File: src/rtl/bm_pkg.sv
// Shared types and sizing helpers for the bm serial transmitter.
package bm_pkg;

  typedef enum logic [1:0] {
    IDLE  = 2'd0,
    SHIFT = 2'd1,
    GAP   = 2'd2
  } state_e;

  // One counter serves both the bit count and the gap count, so it must cover the larger span.
  function automatic int unsigned cnt_width(input int unsigned w, input int unsigned g);
    int unsigned m;
    m = (w > g + 1) ? w : g + 1;
    return (m <= 2) ? 1 : $clog2(m);
  endfunction

  localparam int unsigned DEF_WIDTH      = 8;
  localparam int unsigned DEF_GAP_CYCLES = 1;
  localparam int unsigned DEF_CNT_W      = cnt_width(DEF_WIDTH, DEF_GAP_CYCLES);

endpackage

File: src/rtl/bm_mod_counter.sv
// Loadable down-counter that saturates at zero; load wins over decrement.
module bm_mod_counter #(
  parameter int CW = 3
) (
  input  logic          clk_i,
  input  logic          rst_i,
  input  logic          load_i,
  input  logic [CW-1:0] load_val_i,
  input  logic          en_i,
  output logic [CW-1:0] cnt_o,
  output logic          zero_o
);

  logic [CW-1:0] cnt_q;
  logic [CW-1:0] cnt_d;

  always_comb begin
    cnt_d = cnt_q;
    if (load_i) begin
      cnt_d = load_val_i;
    end else if (en_i && (cnt_q != '0)) begin
      cnt_d = cnt_q - CW'(1);
    end
  end

  always_ff @(posedge clk_i or posedge rst_i) begin
    if (rst_i) begin
      cnt_q <= '0;
    end else begin
      cnt_q <= cnt_d;
    end
  end

  assign cnt_o  = cnt_q;
  assign zero_o = (cnt_q == '0);

endmodule

File: src/rtl/bm_serial_tx.sv
// Parallel-to-serial transmitter: first bit on dout the cycle after the accepting edge.
// All outputs except load_ready are registered so the downstream sampler sees no glitches.
module bm_serial_tx #(
  parameter int   WIDTH      = 8,
  parameter int   MSB_FIRST  = 1,
  parameter int   GAP_CYCLES = 1,
  parameter logic IDLE_LEVEL = 1'b0
) (
  input  logic             c,
  input  logic             rst,
  input  logic [WIDTH-1:0] din_par,
  input  logic             load_valid,
  output logic             load_ready,
  output logic             dout,
  output logic             dout_valid,
  output logic             frame_start,
  output logic             frame_done
);

  import bm_pkg::*;

  localparam int CW = cnt_width(WIDTH, GAP_CYCLES);
  localparam logic [CW-1:0] SHIFT_LD = CW'(WIDTH - 1);
  localparam logic [CW-1:0] GAP_LD   = (GAP_CYCLES > 0) ? CW'(GAP_CYCLES - 1) : '0;

  state_e           state_q, state_d;
  logic [WIDTH-1:0] sreg_q, sreg_d;
  logic             dout_q, dout_d;
  logic             vld_q, vld_d;
  logic             fs_q, fs_d;
  logic             fd_q, fd_d;

  logic             cnt_load, cnt_en, cnt_zero;
  logic [CW-1:0]    cnt_val, cnt;
  logic [WIDTH-1:0] src, src_next;
  logic             src_head;

  bm_mod_counter #(.CW(CW)) u_cnt (
    .clk_i      (c),
    .rst_i      (rst),
    .load_i     (cnt_load),
    .load_val_i (cnt_val),
    .en_i       (cnt_en),
    .cnt_o      (cnt),
    .zero_o     (cnt_zero)
  );

  // The bit leaving next comes from din_par on the accepting edge, otherwise from the shift register.
  always_comb begin
    src      = (state_q == IDLE) ? din_par : sreg_q;
    src_head = (MSB_FIRST != 0) ? src[WIDTH-1] : src[0];
    src_next = (MSB_FIRST != 0) ? {src[WIDTH-2:0], 1'b0} : {1'b0, src[WIDTH-1:1]};
  end

  always_comb begin
    state_d  = state_q;
    sreg_d   = sreg_q;
    dout_d   = IDLE_LEVEL;
    vld_d    = 1'b0;
    fs_d     = 1'b0;
    fd_d     = 1'b0;
    cnt_load = 1'b0;
    cnt_val  = SHIFT_LD;
    cnt_en   = 1'b0;
    case (state_q)
      IDLE: begin
        if (load_valid) begin
          state_d  = SHIFT;
          cnt_load = 1'b1;
          cnt_val  = SHIFT_LD;
          sreg_d   = src_next;
          dout_d   = src_head;
          vld_d    = 1'b1;
          fs_d     = 1'b1;
        end
      end
      SHIFT: begin
        if (cnt_zero) begin
          if (GAP_CYCLES > 0) begin
            state_d  = GAP;
            cnt_load = 1'b1;
            cnt_val  = GAP_LD;
          end else begin
            state_d = IDLE;
          end
        end else begin
          cnt_en = 1'b1;
          sreg_d = src_next;
          dout_d = src_head;
          vld_d  = 1'b1;
          fd_d   = (cnt == CW'(1));
        end
      end
      GAP: begin
        if (cnt_zero) begin
          state_d = IDLE;
        end else begin
          cnt_en = 1'b1;
        end
      end
      default: state_d = IDLE;
    endcase
  end

  always_ff @(posedge c or posedge rst) begin
    if (rst) begin
      state_q <= IDLE;
      sreg_q  <= '0;
      dout_q  <= IDLE_LEVEL;
      vld_q   <= 1'b0;
      fs_q    <= 1'b0;
      fd_q    <= 1'b0;
    end else begin
      state_q <= state_d;
      sreg_q  <= sreg_d;
      dout_q  <= dout_d;
      vld_q   <= vld_d;
      fs_q    <= fs_d;
      fd_q    <= fd_d;
    end
  end

  assign load_ready  = (state_q == IDLE);
  assign dout        = dout_q;
  assign dout_valid  = vld_q;
  assign frame_start = fs_q;
  assign frame_done  = fd_q;

endmodule

File: config.mk
export PLATFORM = sky130hd
export DESIGN_NAME = bm_serial_tx
export DESIGN_NICKNAME = d
export VERILOG_FILES = /design/src/rtl/bm_pkg.sv /design/src/rtl/bm_mod_counter.sv /design/src/rtl/bm_serial_tx.sv
export SDC_FILE = /design/constraint.sdc
export NUM_CORES = 1
export LEC_CHECK = 0
export CORE_MARGIN = 4
export CORE_UTILIZATION = 45
export CTS_BUF_LIST = sky130_fd_sc_hd__clkbuf_8
export DETAILED_ROUTE_END_ITERATION = 8
export GPL_TIMING_DRIVEN = 0
export MAX_ROUTING_LAYER = met4
export PLACE_DENSITY = 0.7
export RECOVER_POWER = 100
export SYNTH_ARGS = -nofsm -noshare
export SYNTH_HDL_FRONTEND = slang
export SYNTH_SLANG_ARGS = --single-unit
File: constraint.sdc
create_clock -name c -period 2.5 [get_ports c]
set_input_delay 0.75 -clock c [delete_from_list [all_inputs] [get_ports c]]
set_output_delay 0.75 -clock c [all_outputs]
set_load 0.01 [all_outputs]
Word-level counts from Yosys, hierarchy flattened
Index checks and enable logic that the tools add are counted.
{"block": "classes", "bitwise_logic": 0, "n_addsub": 1, "n_reduce_logical": 9, "eq_ne": 7, "shifts": 0, "magnitude_cmp": 0, "muxes": 24, "n_div": 0, "mul": 0}
{"operator": "$mux 8", "count": 3}
{"operator": "$pmux 8 s2", "count": 1}
{"operator": "$mux 3", "count": 4}
{"operator": "$mux 1", "count": 9}
{"operator": "$ne 2x2->1 const B", "count": 4}
{"operator": "$mux 2", "count": 3}
{"operator": "$pmux 1 s2", "count": 3}
{"operator": "$pmux 2 s3", "count": 1}
{"operator": "$reduce_and 3->1", "count": 2}
{"operator": "$reduce_bool 2->1", "count": 2}
{"operator": "$eq 3x1->1 const B", "count": 1}
{"operator": "$logic_not 3->1", "count": 1}
{"operator": "$reduce_bool 3->1", "count": 1}
{"operator": "$sub 3x1->3 const B", "count": 1}
{"operator": "$eq 2x1->1 const B", "count": 1}
{"operator": "$eq 2x2->1 const B", "count": 1}
{"operator": "$logic_not 2->1", "count": 1}
{"operator": "$reduce_or 2->1", "count": 1}
{"operator": "$logic_and 1x1->1", "count": 1}
{"block": "totals", "latch_bits": 0, "mem_bits_rw": 0, "rom_bits": 0, "register_bits": 17, "input_bits": 11, "out_inout_bits": 5, "elab_cells": 48, "memories": 0}

Longest topological paths before layout
{"block": "logic_depth", "depth_word": 6, "ltp_mapped": 6, "depth_no_buf": 5}

Hierarchy
From an unflattened synthesis, not the netlist that was laid out.
{"block": "hier_totals", "cells_unflattened": 79, "area_unflattened_um2": 895.9}
{"module": "bm_serial_tx", "cells_each": 59, "area_per_inst_um2": 684.4, "seq_area_each_um2": 325.3, "n_inst": 1}
{"module": "bm_mod_counter", "cells_each": 20, "area_per_inst_um2": 211.5, "seq_area_each_um2": 75.1, "n_inst": 1}

Worst setup path after synthesis
OpenSTA, ideal clock, no wires.
{"block": "synth_timing", "kind": "reg2reg", "from": "reg state_q[0]", "to": "reg sreg_q[3]", "arrival_time_ns": 1.645, "setup_ns": 0.125, "synth_period_minus_slack_ns": 1.770, "n_path_buf": 1, "t_required_ns": 2.375, "path_stages_with_launch": 6, "path_slack_ns": 0.730, "path_cell_list": "dfrtp_1 > inv_1 > ha_1 > clkbuf_1 > mux2_2 > mux2_2"}
{"block": "synth_via", "elab_chain_cells": 4, "word_cells_on_any_way": 10, "cone_classes": "eq/ne (3); mux (4); reduce/logical (3)"}
{"element": "start, declared", "line": "bm_serial_tx.sv:26", "rtl": "state_e state_q, state_d;"}
{"element": "start signal, assigned", "line": "bm_serial_tx.sv:114", "rtl": "state_q <= state_d;"}
{"element": "$logic_not 2->1 (*)"}
{"element": "named net load_ready", "line": "bm_serial_tx.sv:13", "rtl": "output logic load_ready,"}
{"element": "$mux 8", "line": "bm_serial_tx.sv:50", "rtl": "src = (state_q == IDLE) ? din_par : sreg_q;"}
{"element": "$mux 8, on equally long branches", "line": "bm_serial_tx.sv:78, bm_serial_tx.sv:67"}
{"element": "$pmux 8 s2", "line": "bm_serial_tx.sv:65", "rtl": "case (state_q)"}
{"element": "end signal, assigned", "line": "bm_serial_tx.sv:115", "rtl": "sreg_q <= sreg_d;"}
{"element": "end, declared", "line": "bm_serial_tx.sv:27", "rtl": "logic [WIDTH-1:0] sreg_q, sreg_d;"}
The timed path passes the listed nets; every way through them passes the cells marked *. The select of a mux whose other input is x is not followed.
A chain may end at the register's enable or synchronous reset.

Worst setup path in the final report
{"block": "layout_timing", "from": "reg state_q[0]", "to": "out load_ready"}
{"block": "layout_via", "elab_chain_cells": 1}
{"element": "$logic_not 2->1", "line": "bm_serial_tx.sv:123", "rtl": "assign load_ready = (state_q == IDLE);"}
{"element": "end, declared", "line": "bm_serial_tx.sv:13"}
No other way between the ends.

==> summary.md <==
• **crit end category** output port
• **clock buffer count from CTS** 3
• **remaining number of nets flagged by the antenna check after routing** 0
• **Mapped Cells** 79
• **global-route congestion overflow total** 0
• **Clk Tree Root Cell** sky130_fd_sc_hd__clkbuf_8
• **postcts setup bufs** 0
• **wire length of the first global-routing pass** 2849 um
• **cell class contributing the biggest share of worst-path delay** buffers and inverters
• **final WL** 1588 um
• **starting density of the core** 0.4951
• **Power Density** 1264 nW/um^2
• **via count** 615
• **antenna violations before repair** 0
• **number of top-level pins** 16
• **crit path buf inv count** 2
• **Setup TNS** 0 ps
• **per-cell via count in the routed design** 5.000
• **Fmax achieved** 435.4 MHz
• **number of violations reported at the end of detailed-routing iteration 0** 4
• **hold buffers post-CTS** 0
• **Max stage delay on crit path** 560 ps
• **register-to-register path setup slack** 360 ps
• **fraction of synthesis flops using an asynchronous set or reset pin** 1.000
• **critical path launch point type** flip-flop
• **DIE AREA** 2759 sq um
• **maximum net fanout on the critical path** 4
• **type of the worst setup path** reg2out
• **vias in the first global route** 667
• **Clk network pwr share** 0.164
• **flop and latch count out of synthesis** 16
• **share of total power in sequential cells** 0.312
• **critical path arrival** 1550 ps
• **pin slew with the least headroom to its limit** 609.1 ps
• **sink count of the clock tree** 16
• **area growth from synthesis to layout** 24.96%
• **warning count from the yosys run** 0
• **number of unique standard cell types used by synthesis** 27
• **number of H-tree levels** 1
• **Slowest cell on crit path** sky130_fd_sc_hd__clkdlybuf4s50_1
• **cell types occupying the most area after synthesis** sky130_fd_sc_hd__dfrtp_1, sky130_fd_sc_hd__mux2_2, sky130_fd_sc_hd__ha_1, sky130_fd_sc_hd__inv_1, sky130_fd_sc_hd__mux2i_1
• **Post-Synthesis Mean Instance Area** 11.29 sq um
• **Gate power share** 0.523
• **Post-Syn Area** 892.1 sq um
• **core region area** 1802 sq um
• **net switching component of the power** 0.5067 mW
• **count of final hold-check violations** 0
• **wire length per cell after detailed routing** 12.91 um
• **most used flip-flop cell after synthesis** sky130_fd_sc_hd__dfrtp_1
• **CTS tree** built
• **count of flip-flops with a built-in enable after synthesis** 0
• **headroom to the max-slew limit** 0.5917
• **Net Count, Synth** 97
• **MaxCap Viol Count** 0
• **Routability Congestion** 0.7949
• **Final Critical Period** 2297 ps
• **Tcrit/Tclk final** 0.9188
• **share of layout cells above drive strength 1** 0.2143
• **router iterations before antenna repair** 3
• **clock-pin transition on the worst setup and hold timing paths** 60 ps
• **required time of the critical path** 1750 ps
• **Cell Rows** 15
• **port bufs** 15
• **HPWL after DPL** 1175 um
• **largest net degree at the start of global routing** 17
• **Synth area leader** sky130_fd_sc_hd__dfrtp_1
• **Antenna Diode Count** 0
• **count of unresolved DRC violations after routing** 0
• **fraction of power spent switching nets** 0.3595
• **worst-skew pair later-pin latency** 250 ps
• **Static Leakage** 0.5098 nW
• **Final Max Slew Viols** 0
• **Setup-failing EPs final** 0
• **library cell with the highest instance count after synthesis** sky130_fd_sc_hd__dfrtp_1
• **maximum VDD drop** 0.0007161 V
• **count of cells resized by post-cts repair** 0
• **GRT Overall Usage** 0.1486
• **path class of the lowest-slack min-delay path** reg2reg
• **CTS Buffer Depth** 2
• **Layout Skew** 0.5093 ps
• **Die Wd** 52.53 um
• **result of the run** completed
• **die height** 52.53 um
• **Critical Path, Cell by Cell** inv_1, ha_1, clkdlybuf4s50_1
• **unrepaired setup endpoints after global routing** no
• **Net count, final** 117
• **share of the synthesized area in the top cell type** 0.4488
• **part of the Yosys area used for sequential elements** 0.4488
• **total power of the final layout** 1.410 mW
• **Int Power** 0.9029 mW
• **most instantiated cells after synthesis** sky130_fd_sc_hd__dfrtp_1, sky130_fd_sc_hd__mux2_2, sky130_fd_sc_hd__ha_1
==> metrics by stage <==
stage            util  hold slack (ps)  std cells  setup WS (ps)  cell area (sq um)
6_report       0.6188            509.9        123          203.0               1115
2_1_floorplan       -            472.4         79          730.5              892.1
5_1_grt        0.6188            536.7        123          103.7               1115
3_3_place_gp   0.5958            483.8        119          215.4               1074
4_1_cts        0.6264            513.3        123          193.2               1129
3_5_place_dp   0.5958            498.4        119          199.6               1074
==> layout make-up <==
cell class	count	area, sq um
buffer	2	7.507
sequential	16	400.4
multi-input combinational	55	447.9
inverter	6	22.52
tap	25	31.28
timing repair buffer	15	150.1
clock buffer	4	55.05
fill	164	686.9
==> state kept, by name, indices dropped and copies added, names as in the netlist <==
name / cells
frame_start: 1
sreg_q: 7
frame_done: 1
state_q: 2
dout_valid: 1
dout: 1
u_cnt.cnt_o: 3
==> power by group through the flow <==
stage | Sequential, mW | Clock [mW] | Combinational [mW]
2_1_floorplan | 0.440 | 0 | 0.585
4_1_cts | 0.440 | 0.236 | 0.788
3_5_place_dp | 0.442 | 0 | 0.783
5_1_grt | 0.455 | 0.248 | 0.835
3_3_place_gp | 0.438 | 0 | 0.767
6_report | 0.440 | 0.232 | 0.737
==> cell families after synthesis <==
logic type	synth area share
DFF	0.4488
and+or+nand+nor	0.1346
adders and majority gates	0.09817
buffers and inverters	0.04207
AOI/OAI and AO/OA	0.1024
muxes	0.1739
==> cells in the final DEF (no fill, tap or decap), types with 2 or more instances in the layout <==
cell / instances
sky130_fd_sc_hd__nand3_1: 3
sky130_fd_sc_hd__ha_1: 7
sky130_fd_sc_hd__clkbuf_8: 4
sky130_fd_sc_hd__nand2_1: 5
sky130_fd_sc_hd__o21ai_0: 4
sky130_fd_sc_hd__nand2b_1: 2
sky130_fd_sc_hd__dfrtp_1: 16
sky130_fd_sc_hd__dlygate4sd3_1: 6
sky130_fd_sc_hd__clkdlybuf4s50_1: 9
sky130_fd_sc_hd__clkbuf_1: 2
sky130_fd_sc_hd__inv_1: 6
sky130_fd_sc_hd__a21oi_1: 3
sky130_fd_sc_hd__mux2_2: 12
sky130_fd_sc_hd__mux2i_1: 2
sky130_fd_sc_hd__nor2_1: 3
==> routing by layer <==
metal	global-route usage	part of all wire	up-vias
met2	0.2376	0.47	14
met4	0.05106	0.0082	0
met1	0.1738	0.48	288
li1	-	-	311
met5	-	0	-
met3	0.05128	0.049	2
==> final timing paths <==
path	startpoint	to	cells past startpoint
max reg2reg	state_q[1]$_DFFE_PP0P_	sreg_q[5]$_DFFE_PP0P_	6
max in group asynchronous	rst	dout_valid$_DFF_PP0_	2
min	sreg_q[7]$_DFFE_PP0P_	sreg_q[7]$_DFFE_PP0P_	1
min reg2reg	sreg_q[7]$_DFFE_PP0P_	sreg_q[7]$_DFFE_PP0P_	1
max	state_q[0]$_DFFE_PP0P_	load_ready	3
min in group asynchronous	rst	sreg_q[4]$_DFFE_PP0P_	2
Note: power is estimated with default switching activity, not from simulation.
